[src/rtl/capture_ctrl_if.sv]
`timescale 1ns/1ps
`default_nettype none
//============================================================================
// Module : capture_ctrl_if
// Brief  : Command, trigger and RAM-side capture signals of capture_ctrl.
// Rev    : 1.0 - initial release
//============================================================================
interface capture_ctrl_if #(
    parameter int AW = 9
);
    logic          capture_start;
    logic [AW-1:0] trig_pos;
    logic [3:0]    decimator;
    logic          trig_in;
    logic          dump_done;
    logic          we;
    logic          cap_en;
    logic [AW-1:0] cap_addr;
    logic [AW-1:0] trace_end;
    logic          armed;
    logic          capture_done;

    modport master (
        output capture_start, trig_pos, decimator, trig_in, dump_done,
        input  we, cap_en, cap_addr, trace_end, armed, capture_done
    );

    modport slave (
        input  capture_start, trig_pos, decimator, trig_in, dump_done,
        output we, cap_en, cap_addr, trace_end, armed, capture_done
    );
endinterface
`default_nettype wire

[src/rtl/capture_ctrl.sv]
`timescale 1ns/1ps
`default_nettype none
//============================================================================
// Module : capture_ctrl
// Brief  : Circular trace-buffer capture controller with pre-trigger fill,
//          edge-triggered arming and post-trigger completion.
// Rev    : 1.0 - initial release
//============================================================================
module capture_ctrl #(
    parameter int DEPTH = 512,
    parameter int AW    = 9
) (
    input  wire logic        clk,
    input  wire logic        rst,
    capture_ctrl_if.slave    cif
);

    localparam logic [2:0] S_IDLE     = 3'd0;
    localparam logic [2:0] S_PRETRIG  = 3'd1;
    localparam logic [2:0] S_ARMED    = 3'd2;
    localparam logic [2:0] S_POSTTRIG = 3'd3;
    localparam logic [2:0] S_DONE     = 3'd4;

    localparam logic [AW-1:0] c_ADDR_ONE = AW'(1);
    localparam logic [AW:0]   c_POST_ONE = (AW+1)'(1);
    localparam logic [AW:0]   c_DEPTH    = (AW+1)'(DEPTH);
    localparam logic [14:0]   c_DEC_ONE  = 15'd1;

    logic [2:0]    r_state;
    logic [2:0]    w_state_nxt;
    logic [AW-1:0] r_tp;
    logic [3:0]    r_dec;
    logic [14:0]   r_dec_cnt;
    logic [AW-1:0] r_wptr;
    logic [AW-1:0] r_pre_cnt;
    logic [AW:0]   r_post_cnt;
    logic [AW-1:0] r_trace_end;
    logic          r_trig_q;

    logic          w_we;
    logic          w_tick;
    logic          w_trig_edge;
    logic          w_pre_last;
    logic          w_post_last;
    logic          w_start;
    logic [14:0]   w_dec_mask;

    assign w_we        = (r_state == S_PRETRIG) || (r_state == S_ARMED) ||
                         (r_state == S_POSTTRIG);
    assign w_tick      = w_we && (r_dec_cnt == '0);
    assign w_trig_edge = cif.trig_in && !r_trig_q;
    assign w_pre_last  = (r_pre_cnt == (r_tp - c_ADDR_ONE));
    assign w_post_last = (r_post_cnt == c_POST_ONE);
    assign w_start     = (r_state == S_IDLE) && cif.capture_start;
    assign w_dec_mask  = (c_DEC_ONE << r_dec) - c_DEC_ONE;

    always_ff @(posedge clk) begin
        if (rst) begin
            r_state <= S_IDLE;
        end else begin
            r_state <= w_state_nxt;
        end
    end

    always_comb begin
        w_state_nxt = r_state;
        case (r_state)
            S_IDLE: begin
                if (cif.capture_start) begin
                    w_state_nxt = (cif.trig_pos != '0) ? S_PRETRIG : S_ARMED;
                end
            end
            S_PRETRIG: begin
                if (w_tick && w_pre_last) begin
                    w_state_nxt = S_ARMED;
                end
            end
            S_ARMED: begin
                if (w_trig_edge) begin
                    w_state_nxt = S_POSTTRIG;
                end
            end
            S_POSTTRIG: begin
                if (w_tick && w_post_last) begin
                    w_state_nxt = S_DONE;
                end
            end
            S_DONE: begin
                if (cif.dump_done) begin
                    w_state_nxt = S_IDLE;
                end
            end
            default: w_state_nxt = S_IDLE;
        endcase
    end

    always_ff @(posedge clk) begin
        if (rst) begin
            r_tp        <= '0;
            r_dec       <= '0;
            r_dec_cnt   <= '0;
            r_wptr      <= '0;
            r_pre_cnt   <= '0;
            r_post_cnt  <= '0;
            r_trace_end <= '0;
            r_trig_q    <= 1'b0;
        end else begin
            r_trig_q <= cif.trig_in;
            // An AW-bit trig_pos can never exceed DEPTH-1, so the clamp is implicit.
            if (w_start) begin
                r_tp      <= cif.trig_pos;
                r_dec     <= cif.decimator;
                r_dec_cnt <= '0;
                r_wptr    <= '0;
                r_pre_cnt <= '0;
            end
            if (w_we) begin
                r_dec_cnt <= (r_dec_cnt + c_DEC_ONE) & w_dec_mask;
            end
            // DEPTH is a power of two, so the natural wrap of wptr is the modulo.
            if (w_tick) begin
                r_wptr <= r_wptr + c_ADDR_ONE;
            end
            if ((r_state == S_PRETRIG) && w_tick) begin
                r_pre_cnt <= r_pre_cnt + c_ADDR_ONE;
            end
            if ((r_state == S_ARMED) && w_trig_edge) begin
                r_post_cnt <= c_DEPTH - {1'b0, r_tp};
            end
            if ((r_state == S_POSTTRIG) && w_tick) begin
                r_post_cnt <= r_post_cnt - c_POST_ONE;
                if (w_post_last) begin
                    r_trace_end <= r_wptr;
                end
            end
        end
    end

    assign cif.we           = w_we;
    assign cif.cap_en       = w_tick;
    assign cif.cap_addr     = r_wptr;
    assign cif.trace_end    = r_trace_end;
    assign cif.armed        = (r_state == S_ARMED);
    assign cif.capture_done = (r_state == S_DONE);

endmodule
`default_nettype wire
[src/flat_wrapper.sv]
// flat-port wrapper written by rule: the top's interface ports become plain ports
module capture_ctrl_flat 
#(
    parameter int DEPTH = 512,
    parameter int AW    = 9
)
  (clk, rst, cif_capture_start, cif_trig_pos, cif_decimator, cif_trig_in, cif_dump_done, cif_we, cif_cap_en, cif_cap_addr, cif_trace_end, cif_armed, cif_capture_done);
  capture_ctrl_if #(.AW(AW)) cif_i ();
  input  wire logic clk;
  input  wire logic rst;
  input wire logic [$bits(cif_i.capture_start)-1:0] cif_capture_start;
  input wire logic [$bits(cif_i.trig_pos)-1:0] cif_trig_pos;
  input wire logic [$bits(cif_i.decimator)-1:0] cif_decimator;
  input wire logic [$bits(cif_i.trig_in)-1:0] cif_trig_in;
  input wire logic [$bits(cif_i.dump_done)-1:0] cif_dump_done;
  output wire logic [$bits(cif_i.we)-1:0] cif_we;
  output wire logic [$bits(cif_i.cap_en)-1:0] cif_cap_en;
  output wire logic [$bits(cif_i.cap_addr)-1:0] cif_cap_addr;
  output wire logic [$bits(cif_i.trace_end)-1:0] cif_trace_end;
  output wire logic [$bits(cif_i.armed)-1:0] cif_armed;
  output wire logic [$bits(cif_i.capture_done)-1:0] cif_capture_done;
  assign cif_i.capture_start = cif_capture_start;
  assign cif_i.trig_pos = cif_trig_pos;
  assign cif_i.decimator = cif_decimator;
  assign cif_i.trig_in = cif_trig_in;
  assign cif_i.dump_done = cif_dump_done;
  assign cif_we = cif_i.we;
  assign cif_cap_en = cif_i.cap_en;
  assign cif_cap_addr = cif_i.cap_addr;
  assign cif_trace_end = cif_i.trace_end;
  assign cif_armed = cif_i.armed;
  assign cif_capture_done = cif_i.capture_done;
  capture_ctrl #(.DEPTH(DEPTH), .AW(AW)) u_core (.clk(clk), .rst(rst), .cif(cif_i));
endmodule
[config.mk]
export PLATFORM = sky130hd
export DESIGN_NAME = capture_ctrl_flat
export DESIGN_NICKNAME = d
export VERILOG_FILES = /design/src/rtl/capture_ctrl_if.sv /design/src/rtl/capture_ctrl.sv /design/src/flat_wrapper.sv
export SDC_FILE = /design/constraint.sdc
export NUM_CORES = 1
export LEC_CHECK = 0
export BUFFER_PORTS_ARGS = -buffer_cell sky130_fd_sc_hd__buf_4
export CAP_MARGIN = 20
export CORE_ASPECT_RATIO = 1.1
export CORE_MARGIN = 4
export CORE_UTILIZATION = 52
export DETAILED_ROUTE_END_ITERATION = 7
export MAX_ROUTING_LAYER = met4
export PLACE_DENSITY = 0.72
export SLEW_MARGIN = 10
export SYNTH_ARGS = -nofsm -noshare
export SYNTH_HDL_FRONTEND = slang
export SYNTH_SLANG_ARGS = --single-unit
[constraint.sdc]
create_clock -name clk -period 4.45 [get_ports clk]
set_clock_uncertainty 0.2 [all_clocks]
set_input_delay 0.6675 -clock clk [delete_from_list [all_inputs] [get_ports clk]]
set_output_delay 0.6675 -clock clk [all_outputs]
set_load 0.02 [all_outputs]
==> summary.md <==
| Metric | Value |
|---|---|
| RSZ-0062 raised after global routing | no |
| Area fraction of the dominant cell type after synthesis | 35.9% |
| Total CTS buffers | 9 |
| Die Y | 98.2 um |
| CTS max path bufs | 2 |
| DR vias/cell | 5.96 |
| Die ar. | 8830 sq um |
| 1st-iter DRT viols | 336 |
| Synth-to-Final Area Change | 12.2% |
| Hold_ws | 282 ps |
| Finished Layout Cells | approximately 610 |
| Clk sinks | 69 |
| First-pass GRT wire length | 16,100 um |
| Cell count after synthesis | 504 |
| Synth area leaders | dfxtp_1 (36%), nor2_1 (6.3%), a21oi_1 (6.1%), nand2_1 (5.2%), o21ai_0 (3.6%) |
| Slew Limit Headroom | 34.5% |
| Final routed DRC violation total | 0 |
| Setup bufs post-CTS | 0 |
| Crit path max fanout | 11 |
| Cts repair resizes | 0 |
| Post-synth EDFFs | 0 |
| Pin count of the biggest net entering global routing | between 60 and 70 |
| Synth Register Bits | between 60 and 70 |
| Worst-Margin Slew | 978 ps |
| Post-synth top flop | dfxtp_1 |
| Placed Cells | a little under 600 |
| Run status | finished, final reports clean |
| Initial Util | 54.2% |
| Routed WL | approximately 9500 um |
| Total Power | 1.67 mW |
| GP Congestion | 0.885 |
| Total GRT Usage | 22.6% |
| Ports | 40 |
| Critical Path Sink Type | output port |
| CP required | ~3600 ps |
| Hold Fails Final Rpt | 0 |
| Crit share post-route | 72.2% |
| F_max | roughly 0.31 GHz |
| Clk_lat worst skew | 350 ps |
| R2R Setup Slk | 1340 ps |
| Yosys warnings | 0 |
| Port bufs | 39 |
| Layout cell share with drive strength beyond 1 | 12.5% |
| # fillers | about 650 |
| Final min period | 3210 ps |
| Async SR Flop Fraction | 0% |
| # rows | 32 |
| Startpoint types | flop |
| Clk root buf | clkbuf_8 |
| Setup violations, final | 0 |
| Sequential Area | approximately 1400 sq um |
| # diodes | 0 |
| Avg Inst Size Synth | 7.63 sq um |
| Worst IR drop on VDD | 0.222 mV |
| Vias in the first global route | around 3,400 |
| Reg clk slew, reported paths | ~70 ps |
| HPWL after DPL | approximately 6700 um |
| Register area share after synthesis | 35.9% |
| Final setup TNS | 0 ps |
| H-tree Lvls | 3 |
| Core Region | 7090 sq um |
| Hold Path Class | flop to flop |
| Grt total ovfl | 0 |
| Arrival time at the worst endpoint | 2350 ps |
| Worst Path Class, Setup | flop to output port |
| Leak | 1.57 nW |
| Pwr Density | 386 nW/um^2 |
| CTS tree | done |
| WL per Instance | ~16 um |
| Via count | ~3,700 |
| Synthesized cell area | ~3800 sq um |
| Synth cell types | 55 |
| Post-cts hold buffer count | 0 |
| DRT antenna net count | 0 |
| Max-Cap Viols | 0 |
| Synth area leader | dfxtp_1 |
| Layout Nets | 549 |
| Syn Nets | 530 |
| Multi-input combinational cell area | 2270 sq um |
| First-pass detailed-route iteration total | 5 |
| Die X | 90.0 um |
| Max-slew violations | 0 |
| Initial antenna violation count | 0 |
==> flip-flops by register name (all words and copies together) (netlist names) <==
name,flops
u_core.cif.cap_addr,9
u_core.r_trig_q,1
u_core.r_state,3
u_core.r_pre_cnt,9
u_core.r_dec_cnt,15
u_core.r_post_cnt,10
u_core.r_tp,9
u_core.cif.trace_end,9
u_core.r_dec,4
==> report_power, final <==
| group | internal (mW) | switching [mW] |
|---|---|---|
| sequential | 0.650 | 0.0560 |
| clock | 0.275 | 0.249 |
| combinational | 0.164 | 0.272 |
==> kinds of logic (layout without fill, tap and decap cells) <==
kind of cell               count (synthesis)  in the layout  share of synthesized area (%)
muxes                                     10             10                           2.60
DFF                                       69             69                           35.9
and+or+nand+nor                          234            234                           30.8
xor gates and xnor gates                  19             19                           4.33
AOI/OAI and AO/OA                        119            119                           18.8
adders and majority gates                  8              8                           2.60
buffers and inverters                     45             69                           4.92
==> worst paths after layout <==
check,start,cells past startpoint,endpoint
worst min register to register,u_core.r_post_cnt[9],1,u_core.r_post_cnt[9]
worst max register to register,u_core.r_dec_cnt[0],8,u_core.cif.trace_end[4]
worst max-delay path,u_core.r_dec_cnt[0],7,cif_cap_en
worst min-delay path,u_core.r_post_cnt[9],1,u_core.r_post_cnt[9]
==> stage by stage <==
step | worst slack [ps] | util [%] | area [sq um]
2_1_floorplan | 2120 | - | 3840
3_3_place_gp | 1410 | 58.0 | 4110
3_5_place_dp | 1350 | 58.0 | 4110
4_1_cts | 1230 | 60.8 | 4310
5_1_grt | 1040 | 60.8 | 4310
6_report | 1240 | 60.8 | 4310
==> routing by layer <==
layer	share of wire (%)	wire length (um)	GRT usage, %	vias to the layer above
li1	-	-	-	1846
met1	44	4200	27.5	1693
met2	49	4700	37.8	103
met3	5.3	505	3.54	11
met4	1.3	127	8.95	0
met5	0	0	-	-
==> layout by cell type, fill, tap and decap left out, drive strengths merged, types with 8 or more instances in the layout <==
cell type / netlist / layout
a21oi: 47 / 47
a31oi: 8 / 8
buf: 9 / 40
clkbuf: 23 / 11
dfxtp: 69 / 69
ha: 8 / 8
inv: 12 / 12
mux2i: 10 / 10
nand2: 53 / 53
nand3: 18 / 18
nand3b: 8 / 8
nand4: 8 / 8
nor2: 64 / 64
nor3: 22 / 22
nor4: 10 / 10
o21ai: 29 / 29
or3: 8 / 8
xnor2: 14 / 14
==> synth_stat cells, types with 3 or more instances <==
master	instances
or2_2	3
or3_1	8
and3_1	7
or4_1	3
clkbuf_1	23
nand3_1	18
a221oi_1	4
o21ai_0	28
a21oi_1	47
xor2_1	5
mux2i_1	10
nand4_1	8
nor4_1	8
nand3b_1	8
nor3_1	21
ha_1	8
inv_1	11
nor4b_1	3
dfxtp_1	69
nor3b_1	7
o211ai_1	6
a31oi_1	8
and2_1	7
nor2b_1	7
buf_2	7
nand2_1	53
xnor2_1	14
nor2_1	64
a211oi_1	5
a311oi_1	3
==> area by class of cell <==
cell class	instances	share of cell area, %
Clock buffer	11	3.28
Clock inverter	5	1.39
Inverter	13	1.13
Multi-Input combinational cell	390	52.7
Sequential cell	69	32.0
Tap cell	85	2.47
Timing Repair Buffer	40	6.96
==> worst max-delay path, cell delays in order (launching register included) <==
cell and delay (ps):
dfxtp_1 360, inv_1 100, ha_1 150, nor4b_1 310, and4_1 360, nand2_1 290, inv_2 250, buf_4 170
(Power assumes the default switching activity.)
